$ cat src/rtl/sayac_mul_pkg.sv
// Shared types and constants for the SAYAC sequential Booth multiplier.
//   state_t : multiplier FSM states (IDLE, RUN, DONE)
//   ADD/SUB : Booth select codes keyed on {Q[0], q_1}
package sayac_mul_pkg;

    typedef enum logic [1:0] {
        IDLE = 2'd0,
        RUN  = 2'd1,
        DONE = 2'd2
    } state_t;

    localparam logic [1:0] ADD = 2'b01;
    localparam logic [1:0] SUB = 2'b10;

endpackage

$ cat src/rtl/adder_subtractor.sv
// SAYAC adder/subtractor: sum_c = a + b when subsel=0, a - b when subsel=1.
// Ports:
//   a, b    [size-1:0] operands
//   subsel  1          subtract select
//   sum_c   [size-1:0] combinational result; carry-out is discarded
module adder_subtractor #(
    parameter int unsigned size = 17
) (
    input  logic [size-1:0] a,
    input  logic [size-1:0] b,
    input  logic            subsel,
    output logic [size-1:0] sum_c
);

    // Two's-complement subtract: invert b and inject the carry-in.
    always_comb begin
        sum_c = a + (b ^ {size{subsel}}) + size'(subsel);
    end

endmodule

$ cat src/rtl/sayac_booth_multiplier.sv
// Sequential radix-2 Booth multiplier: signed size x size -> signed 2*size.
// One Booth step per cycle in RUN; result registered on the RUN->DONE edge.
// Optional feature macro: SAYAC_MUL_OVF_EN adds the registered ovf output.
// Ports:
//   clk      clock, rising edge
//   rst      synchronous active-high reset
//   start    request, sampled only in IDLE
//   a, b     [size-1:0] signed multiplicand / multiplier
//   busy     high whenever not IDLE
//   done     one-cycle pulse while in DONE
//   product  [2*size-1:0] signed result, held until the next result
//   ovf      (SAYAC_MUL_OVF_EN only) result does not fit in size bits
module sayac_booth_multiplier
    import sayac_mul_pkg::*;
#(
    parameter int unsigned size = 16
) (
    input  logic                clk,
    input  logic                rst,
    input  logic                start,
    input  logic [size-1:0]     a,
    input  logic [size-1:0]     b,
    output logic                busy,
    output logic                done,
    output logic [2*size-1:0]   product
`ifdef SAYAC_MUL_OVF_EN
    ,
    output logic                ovf
`endif
);

    localparam int unsigned AW = size + 1;
    localparam int unsigned CW = $clog2(size + 1);
    localparam int unsigned PW = 2 * size;

    state_t          state, next_state;
    logic [AW-1:0]   m_q, acc_q;
    logic [size-1:0] q_q;
    logic            q1_q;
    logic [CW-1:0]   cnt_q;

    logic [AW-1:0]   addend_c, sum_c;
    logic            subsel_c;
    logic [AW-1:0]   acc_shift_c;
    logic [size-1:0] q_shift_c;
    logic [PW-1:0]   prod_next_c;
    logic            last_step_c;
    logic            busy_d, done_d;

    // Booth decode: add M, subtract M, or pass ACC through (+0).
    always_comb begin
        addend_c = '0;
        subsel_c = 1'b0;
        case ({q_q[0], q1_q})
            ADD: addend_c = m_q;
            SUB: begin
                addend_c = m_q;
                subsel_c = 1'b1;
            end
            default: ;
        endcase
    end

    adder_subtractor #(
        .size (AW)
    ) u_addsub (
        .a      (acc_q),
        .b      (addend_c),
        .subsel (subsel_c),
        .sum_c  (sum_c)
    );

    // Arithmetic right shift of {sum, Q, q_1}; sum MSB is replicated.
    always_comb begin
        acc_shift_c = {sum_c[AW-1], sum_c[AW-1:1]};
        q_shift_c   = {sum_c[0], q_q[size-1:1]};
        prod_next_c = {acc_shift_c[size-1:0], q_shift_c};
        last_step_c = (state == RUN) && (cnt_q == CW'(size - 1));
    end

    // State register.
    always_ff @(posedge clk) begin
        if (rst) begin
            state <= IDLE;
        end else begin
            state <= next_state;
        end
    end

    // Next-state logic.
    always_comb begin
        next_state = state;
        case (state)
            IDLE: if (start) next_state = RUN;
            RUN:  if (cnt_q == CW'(size - 1)) next_state = DONE;
            DONE: next_state = IDLE;
            default: next_state = IDLE;
        endcase
    end

    // Output decode from the next state so busy/done come straight from flops.
    always_comb begin
        busy_d = 1'b0;
        done_d = 1'b0;
        if (next_state != IDLE) busy_d = 1'b1;
        if (next_state == DONE) done_d = 1'b1;
    end

    // Handshake output registers.
    always_ff @(posedge clk) begin
        if (rst) begin
            busy <= 1'b0;
            done <= 1'b0;
        end else begin
            busy <= busy_d;
            done <= done_d;
        end
    end

    // Booth datapath: load on accept, one shift-step per RUN cycle.
    always_ff @(posedge clk) begin
        if (rst) begin
            m_q   <= '0;
            acc_q <= '0;
            q_q   <= '0;
            q1_q  <= 1'b0;
            cnt_q <= '0;
        end else begin
            case (state)
                IDLE: begin
                    if (start) begin
                        m_q   <= {a[size-1], a};
                        acc_q <= '0;
                        q_q   <= b;
                        q1_q  <= 1'b0;
                        cnt_q <= '0;
                    end
                end
                RUN: begin
                    acc_q <= acc_shift_c;
                    q_q   <= q_shift_c;
                    q1_q  <= q_q[0];
                    cnt_q <= cnt_q + CW'(1);
                end
                default: ;
            endcase
        end
    end

    // Result register, written only on the final Booth step.
    always_ff @(posedge clk) begin
        if (rst) begin
            product <= '0;
        end else if (last_step_c) begin
            product <= prod_next_c;
        end
    end

`ifdef SAYAC_MUL_OVF_EN
    logic ovf_c;

    // Fits in size bits only if the top size+1 result bits are all equal.
    always_comb begin
        ovf_c = ~((&prod_next_c[PW-1:size-1]) | ~(|prod_next_c[PW-1:size-1]));
    end

    always_ff @(posedge clk) begin
        if (rst) begin
            ovf <= 1'b0;
        end else if (last_step_c) begin
            ovf <= ovf_c;
        end
    end
`endif

endmodule
$ cat config.mk
export PLATFORM = sky130hd
export DESIGN_NAME = sayac_booth_multiplier
export DESIGN_NICKNAME = d
export VERILOG_FILES = /design/src/rtl/sayac_mul_pkg.sv /design/src/rtl/adder_subtractor.sv /design/src/rtl/sayac_booth_multiplier.sv
export SDC_FILE = /design/constraint.sdc
export NUM_CORES = 1
export LEC_CHECK = 0
export BUFFER_PORTS_ARGS = -buffer_cell sky130_fd_sc_hd__buf_2
export CELL_PAD_IN_SITES_DETAIL_PLACEMENT = 1
export CELL_PAD_IN_SITES_GLOBAL_PLACEMENT = 2
export CORE_MARGIN = 2
export CORE_UTILIZATION = 33
export DETAILED_ROUTE_END_ITERATION = 16
export PLACE_DENSITY_LB_ADDON = 0.3
export SYNTH_ARGS = -nofsm -noshare
export SYNTH_HDL_FRONTEND = slang
export SYNTH_SLANG_ARGS = --single-unit
$ cat constraint.sdc
create_clock -name clk -period 3.3 [get_ports clk]
set_input_delay 0.33 -clock clk [delete_from_list [all_inputs] [get_ports clk]]
set_output_delay 0.33 -clock clk [all_outputs]
set_load 0.02 [all_outputs]
==> flow_metrics.tcl <==
set metrics [dict create \
    ys_top_cells_by_area "dfxtp_1 40%, nand2_1 8.0%, a21oi_1 7.2%" \
    synthFlopType "dfxtp_1" \
    syn_avg_cell_area_sq_um 7.98 \
    setup_violations 0 \
    drtIter0Drc 150 \
    crit_buf_inv 1 \
    syn_area_sq_um 4490 \
    antenna_found_initial 0 \
    worst-setup-path-type "flip-flop to flip-flop" \
    initial_core_util 0.339 \
    dr.pass1.iters 4 \
    ys_types 60 \
    fin_worst_skew_ns 0.0117 \
    setup_tns_ns 0 \
    drv_cap 0 \
    syn2layout_area_growth_pct 18.1 \
    cellPowerDensity_nw_per_um2 500 \
    rsz0062_at_grt "false" \
    grt.total_usage 0.184 \
    worst_path_most_repeated_cell "ha_1" \
    p_leak_nw 2.24 \
    gp_congestion 0.819 \
    hpwl_microns 9730 \
    period_share 0.917 \
    postSynthCellCount 563 \
    cts_tree "done" \
    viasPerCell 5.03 \
    critPathMaxFanout 16 \
    clock-sinks 90 \
    die_h_microns 121 \
    cp.required_ns 3.54 \
    dpl.cell_count 785 \
    ys_ff_latch 90 \
    grt_pass1_vias 4059 \
    rows 42 \
    crit_path_max_incr_delay_ns 0.41 \
    grt_start_max_net_pins 40 \
    ff2ff_setup_slack_ns 0.28 \
    io_buffers 68 \
    io-pin-count 69 \
    layout_min_cycle_time_ns 3.02 \
    synthesis.nets 617 \
    postCtsSetupRepairBufs 0 \
    crit_arrival_ns 3.26 \
    path_cells "inv_1, ha_1, nand2b_1, xnor2_1, ha_1, a21oi_1, o21bai_1, a221o_1, or3_1, a32o_1" \
    antenna_cells 0 \
    wl_microns 12900 \
    grt_pass1_wl_microns 20900 \
    synth_edf_count 0 \
    ant_nets 0 \
    routedWlPerCell_microns 16.1 \
    clock_latency_ns 0.35 \
    synth.largest_area_cell "dfxtp_1" \
    finalNetCount 674 \
    drc 0 \
    fmax_mhz 331 \
    crit_family "compound AO/OA/AOI/OAI gates" \
    drive_gt1_frac 0.175 \
    fin_cells 800 \
    worst_pin_slew_ns 0.923 \
    cts_root_buf "clkbuf_16" \
    clockBufferDepth 2 \
    critPathSlowestCell "ha_1" \
    status "finished, final reports clean" \
    relSlewSlack 0.383 \
    yosys-top-cells-count "96 x nand2_1, 90 x dfxtp_1, 65 x a21oi_1, 63 x nor2_1, 27 x inv_1" \
    cts_buffers 9 \
    die_area_sq_um 14600 \
    hp-class "input pin to flip-flop" \
    die-width_microns 121 \
    yosys_warnings 0 \
    synth_top_area_frac 0.401 \
    endpoint_kind "flip-flop" \
    seq_area_frac_synth 0.401 \
    core_sq_um 13200 \
    gr-total-overflow 0 \
    htree_levels 3 \
    clk_pin_slew_worst_paths_ns 0.06 \
    slew_violations 0 \
    num_vias 4024 \
    yosysMostFrequentCell "nand2_1" \
    finalHoldViolations 0 \
    async_flop_share 0 \
    ir_drop_v 0.000220 \
    crit_path_start_kind "flip-flop" \
]
report_power, final:
part | internal (W) | switching (W)
Clock | 0.000624 | 0.000432
Combinational | 0.000163 | 0.000267
Sequential | 0.00113 | 0.0000307
Total | 0.00192 | 0.000730
metrics by stage:
step / power (W) / hold WS (ns) / area [sq um] / util / worst slack (ns)
floorplan: 0.00149 / 0.432 / 4490 / - / 0.358
global placement: 0.00161 / 0.441 / 5000 / 0.378 / 0.351
detailed placement: 0.00162 / 0.445 / 5000 / 0.378 / 0.245
CTS: 0.00268 / 0.204 / 5300 / 0.401 / 0.227
global route: 0.00278 / 0.215 / 5310 / 0.401 / 0.0481
finish: 0.00265 / 0.221 / 5310 / 0.401 / 0.275
per-layer routing:
layer  global-route usage  vias to the layer above  share of wire  wire length, microns
met5                    0                        -              0                     0
met3               0.0396                       12          0.029                   377
met4               0.0603                        0          0.013                   168
li1                     -                     2039              -                     -
met2                0.299                       53           0.46                  5910
met1                0.244                     1920           0.50                  6430
worst reg2reg max path, delay by kind of cell (launching register included):
| kind | cells | cell delay (ns) |
|---|---|---|
| adders and majority gates | 2 | 0.77 |
| xor gates and xnor gates | 1 | 0.26 |
| AOI/OAI and AO/OA | 4 | 0.92 |
| DFF | 1 | 0.33 |
| buffers and inverters | 1 | 0.05 |
| and+or+nand+nor | 2 | 0.59 |
path summary, 6_finish.rpt:
kind	start	end	depth (start not counted)
max	q1_q	acc_q[13]	10
min	a[1]	m_q[1]	3
max reg2reg	q1_q	acc_q[13]	10
min reg2reg	product[12]	product[12]	2
area by class of cell:
cell class	count	area, sq um
fill	1660	7940
tap	176	220
sequential	90	1800
clock buffer	11	253
multi-input combinational	412	2450
timing repair buffer	79	423
clock inverter	4	51.3
inverter	28	105
repair_timing:
action / 4_1_cts / 5_1_grt
hold buffers: 0 / 0
setup endpoints to repair: 0 / 1
gates resized for setup: 0 / 1
registers in the layout, summed over array words and instances, names as in the netlist:
| name | cells |
|---|---|
| cnt_q | 5 |
| busy | 1 |
| product | 32 |
| state | 2 |
| q1_q | 1 |
| acc_q | 16 |
| q_q | 16 |
| done | 1 |
| m_q | 16 |
kinds of logic (layout without fill, tap and decap cells):
logic type,Yosys count,count (layout),share of synthesized area
xor+xnor,28,28,0.0546
simple gates,209,209,0.203
buf+inv,61,122,0.0540
mux,4,4,0.0117
fa+ha+maj,19,19,0.0546
flops,90,90,0.401
compound gates,152,152,0.221
cells in the final DEF (no fill, tap or decap), types with 10 or more instances in the layout:
cell	count
ha_1	18
a22o_1	10
buf_2	68
a21oi_1	65
inv_1	27
nand2b_1	17
xnor2_1	21
nand2_1	96
dfxtp_1	90
buf_4	11
nor2_1	62
o21ai_0	17
a211oi_1	18
No activity file was read; power rests on OpenSTA's default activity.
